## src/rtl/exception_unit.sv

```systemverilog
// rtl/exception_unit.sv - ALU exception capture FSM with request/ack/eret handshake
module exception_unit (
    input  logic        clk,
    input  logic        reset,
    input  logic        EXC_valid,
    input  logic [7:0]  EXC_status,
    input  logic        EXC_check_ovf,
    input  logic        EXC_check_addr,
    input  logic [31:0] EXC_pc,
    input  logic        EXC_ack,
    input  logic        EXC_eret,
    output logic        EXC_req,
    output logic        EXC_stall,
    output logic [3:0]  EXC_cause,
    output logic [31:0] EXC_epc,
    output logic        EXC_busy,
    output logic        EXC_lost,
    output logic [7:0]  EXC_count
);

    localparam logic [1:0] IDLE    = 2'd0;
    localparam logic [1:0] REQ     = 2'd1;
    localparam logic [1:0] HANDLER = 2'd2;

    localparam logic [3:0] CAUSE_DIV_ZERO = 4'hF;
    localparam logic [3:0] CAUSE_ADDR     = 4'h4;
    localparam logic [3:0] CAUSE_OVF      = 4'hC;

    logic [1:0] state;
    logic       div_zero_hit;
    logic       addr_hit;
    logic       ovf_hit;
    logic       exc_event;
    logic [3:0] event_cause;

    // Status bits 7,5,4,1,0 never participate in event detection.
    assign div_zero_hit = EXC_status[2];
    assign addr_hit     = EXC_status[3] & EXC_check_addr;
    assign ovf_hit      = EXC_status[6] & EXC_check_ovf;
    assign exc_event    = EXC_valid & (div_zero_hit | addr_hit | ovf_hit);

    always_comb begin
        event_cause = CAUSE_OVF;
        if (div_zero_hit) begin
            event_cause = CAUSE_DIV_ZERO;
        end else if (addr_hit) begin
            event_cause = CAUSE_ADDR;
        end
    end

    always_ff @(posedge clk) begin
        if (reset) begin
            state     <= IDLE;
            EXC_cause <= 4'h0;
            EXC_epc   <= 32'h0;
            EXC_count <= 8'h00;
            EXC_lost  <= 1'b0;
        end else begin
            case (state)
                IDLE: begin
                    if (exc_event) begin
                        state     <= REQ;
                        EXC_cause <= event_cause;
                        EXC_epc   <= EXC_pc;
                        if (EXC_count != 8'hFF) begin
                            EXC_count <= EXC_count + 8'd1;
                        end
                    end
                end
                REQ: begin
                    if (exc_event) begin
                        EXC_lost <= 1'b1;
                    end
                    if (EXC_ack) begin
                        state <= HANDLER;
                    end
                end
                HANDLER: begin
                    // An event coinciding with eret is still dropped, not captured.
                    if (exc_event) begin
                        EXC_lost <= 1'b1;
                    end
                    if (EXC_eret) begin
                        state <= IDLE;
                    end
                end
                default: state <= IDLE;
            endcase
        end
    end

    assign EXC_req   = (state == REQ);
    assign EXC_stall = (state == REQ);
    assign EXC_busy  = (state == REQ) | (state == HANDLER);

endmodule

```

## config.mk

```make
export PLATFORM = sky130hd
export DESIGN_NAME = exception_unit
export DESIGN_NICKNAME = d
export VERILOG_FILES = /design/src/rtl/exception_unit.sv
export SDC_FILE = /design/constraint.sdc
export NUM_CORES = 1
export LEC_CHECK = 0
export ABC_AREA = 1
export BUFFER_PORTS_ARGS = -buffer_cell sky130_fd_sc_hd__buf_2
export CORE_UTILIZATION = 30
export DETAILED_ROUTE_END_ITERATION = 10
export SKIP_CTS_REPAIR_TIMING = 1
export SLEW_MARGIN = 30
export SYNTH_ARGS = -nofsm -noshare
export SYNTH_HDL_FRONTEND = slang
export SYNTH_SLANG_ARGS = --single-unit
```

## constraint.sdc

```tcl
create_clock -name clk -period 2.2 [get_ports clk]
set_input_delay 0.66 -clock clk [delete_from_list [all_inputs] [get_ports clk]]
set_output_delay 0.66 -clock clk [all_outputs]
set_load 0.01 [all_outputs]
```

==> results.json <==
{
  "slew_violations": 0,
  "finalNonFillerCells": 410,
  "fill_cells": 656,
  "route.detailed.vias_per_inst": 4.46,
  "fp.dieH_um": 81.5,
  "rr_endpoint": "EXC_epc[6]$_SDFFE_PP0P_",
  "antenna_cells": 0,
  "final_core_util_pct": 41.3,
  "syn_area_per_cell_um2": 7.62,
  "multi_input_comb_area_um2": 828,
  "path_clk_slew_ns": 0.09,
  "detailed_router_s_first_iteration_violation_count": 68,
  "gr-usage-met3_pct": 5.11,
  "period_needed_ns": 1.90,
  "placedInstanceArea_um2": 2380,
  "count_of_state_elements_after_synthesis": 46,
  "detailroute.via_count": 1827,
  "htreeDepth": 2,
  "rrSetupSlack_ns": 0.65,
  "core_area_um2": 6030,
  "yosys-top-cells-count": "nand2_1 (99), dfxtp_1 (46), a21oi_1 (43)",
  "worst_r2r_startpoint": "state[0]$_SDFFE_PP0P_",
  "wirelength_mm": 4.35,
  "synth.top_cells.by_area": "dfxtp_1 (49%), nand2_1 (20%), a21oi_1 (11%)",
  "insertion_delay_ns": 0.29,
  "route.detailed.wl_per_inst_um": 10.6,
  "crit_path_max_fanout": 4,
  "register_area_um2": 921,
  "synth_warnings": 0,
  "areaGrowthSynthToFinish_pct": 31.3,
  "post_synth_inst_count": 249,
  "maxCapViolations": 0,
  "globalRoute.totalOverflow": 0,
  "synth_top_flop_cell": "dfxtp_1",
  "syn-cell-area_um2": 1900,
  "setup.worst_path.start_class": "flip-flop",
  "pin_count_of_the_biggest_net_entering_global_routing": 37,
  "dieArea_um2": 6640,
  "firstDrtPassIters": 4,
  "finalInstanceArea_um2": 2490,
  "synth_largest_type_area_fraction_pct": 48.5,
  "min_path_type": "flip-flop to flip-flop",
  "timing.final.crit_share_pct": 86.2,
  "gp_routability_congestion": 0.737,
  "number_of_synthesized_flops_with_an_enable_pin": 0,
  "fin_worst_skew_ns": 0.00356,
  "p_per_area_nw_per_um2": 748,
  "grtUsageMet2_pct": 23.6,
  "postSynth.asyncResetShare_pct": 0,
  "critPathLaunch": "state[0]$_SDFFE_PP0P_",
  "synth.net_count": 301,
  "cts_tree": "built",
  "cp_data_arrival_time_ns": 1.24,
  "power_leakage_nw": 1.21,
  "run_status": "finished, final reports clean",
  "setup_viol": 0,
  "port_buffers": 89,
  "sequential_share_of_the_synthesized_area_pct": 48.5,
  "critPathRequiredTime_ns": 1.54,
  "floorplan.initialDensity_pct": 31.5,
  "die_width_um": 81.5,
  "clock_sinks": 46,
  "number_of_antenna_violations_at_the_first_check_in_global_routing": 0,
  "critPathCapture": "EXC_busy",
  "worstRegToRegCells": 6,
  "smallest_setup_slack_after_layout_ns": 0.305,
  "vdd_drop_max_uv": 325,
  "finalHoldViolations": 0,
  "finish.net_count": 386,
  "rows": 28,
  "drive_gt1_share_pct": 31.0,
  "final.hold.worst_slack_ns": 0.465,
  "clock_tree.root_cell": "clkbuf_8",
  "library_cell_with_the_highest_instance_count_after_synthesis": "nand2_1",
  "grt_pass1_wl_mm": 7.30,
  "dp_hpwl_mm": 3.03,
  "cts-buffers-inserted": 5,
  "grt.met1_usage_pct": 17.1,
  "end_kind": "primary output",
  "drc": 0,
  "total_power_of_the_final_layout_mw": 1.86,
  "global_route.peak_usage_layer": "met2",
  "clock_tree.buffer_depth": 2,
  "final.setup.tns_ns": 0,
  "ant_nets": 0,
  "tightest_slew_ns": 0.352,
  "synthDistinctLibCells": 22,
  "worst-setup-path-type": "flip-flop to primary output",
  "pre_cts_setup_slack_ns": 0.338,
  "grt_pass1_vias": 1660,
  "dp_cells": 402,
  "grt_usage_pct": 14.2,
  "unrepaired_setup_endpoints_after_global_routing": "false",
  "clock.fmax_mhz": 528,
  "synth_area_leader_cell": "dfxtp_1",
  "io_pins": 95,
  "max_slew_margin_pct": 76.5
}
kinds of logic after synthesis:
group                      Yosys count  share of synthesized area, %
adders and majority gates            5                          3.30
AOI/OAI and AO/OA                   49                          13.1
and+or+nand+nor                    117                          25.9
DFF                                 46                          48.5
xor gates and xnor gates             3                          1.39
buffers and inverters               29                          7.78
layout make-up:
type / count / share of cell area (%)
Inverter: 16 / 2.51
Tap cell: 75 / 3.77
Timing Repair Buffer: 91 / 19.0
Sequential cell: 46 / 37.0
Clock inverter: 3 / 1.76
Clock buffer: 5 / 2.76
Multi-Input combinational cell: 174 / 33.2
placed cells by master, fill, tap and decap left out:
cell type and count:
nand2_1 99, buf_2 89, dfxtp_1 46, a21oi_1 43, inv_1 15, nor2_1 7, ha_1 5, clkbuf_8 5
nand3_1 4, o21ai_0 4, xor2_1 3, nand3b_1 2, nand3_2 1, nand4_2 1, nand3_4 1, nor2_4 1
inv_4 1, o22ai_1 1, o21a_1 1, nand4_1 1, clkinv_2 1, inv_6 1, bufinv_16 1, buf_4 1
buf_12 1
how the worst min path moves through the flow:
stage	startpoint	end	slack (ns)	cells after the start
final	EXC_epc[25]$_SDFFE_PP0P_	EXC_epc[25]$_SDFFE_PP0P_	0.46	2
after global routing	EXC_epc[31]$_SDFFE_PP0P_	EXC_epc[31]$_SDFFE_PP0P_	0.48	2
after CTS	EXC_epc[12]$_SDFFE_PP0P_	EXC_epc[12]$_SDFFE_PP0P_	0.47	2
after detailed placement	EXC_epc[12]$_SDFFE_PP0P_	EXC_epc[12]$_SDFFE_PP0P_	0.45	2
after global placement	EXC_epc[2]$_SDFFE_PP0P_	EXC_epc[2]$_SDFFE_PP0P_	0.45	2
after floorplan	state[1]$_SDFFE_PP0P_	state[1]$_SDFFE_PP0P_	0.46	2
power breakdown:
part | internal [mW] | leakage [nW] | switching (mW)
Clock | 0.341 | 0.0585 | 0.289
Combinational | 0.127 | 0.772 | 0.187
Sequential | 0.889 | 0.376 | 0.0308
routing by layer:
metal | up-vias | share of wire [%]
li1 | 955 | -
met1 | 814 | 47
met2 | 56 | 45
met3 | 2 | 7.3
met4 | 0 | 0.44
met5 | - | 0
worst max-delay path, stage by stage (launching register included):
cell and delay, ns:
dfxtp_1 0.39, inv_1 0.08, ha_1 0.32, buf_2 0.15
sequential cells by signal, indices dropped and copies added (netlist names):
signal,count
EXC_epc,32
EXC_count,8
EXC_cause,3
state,2
EXC_lost,1
Power figures use the tool's default switching activity.
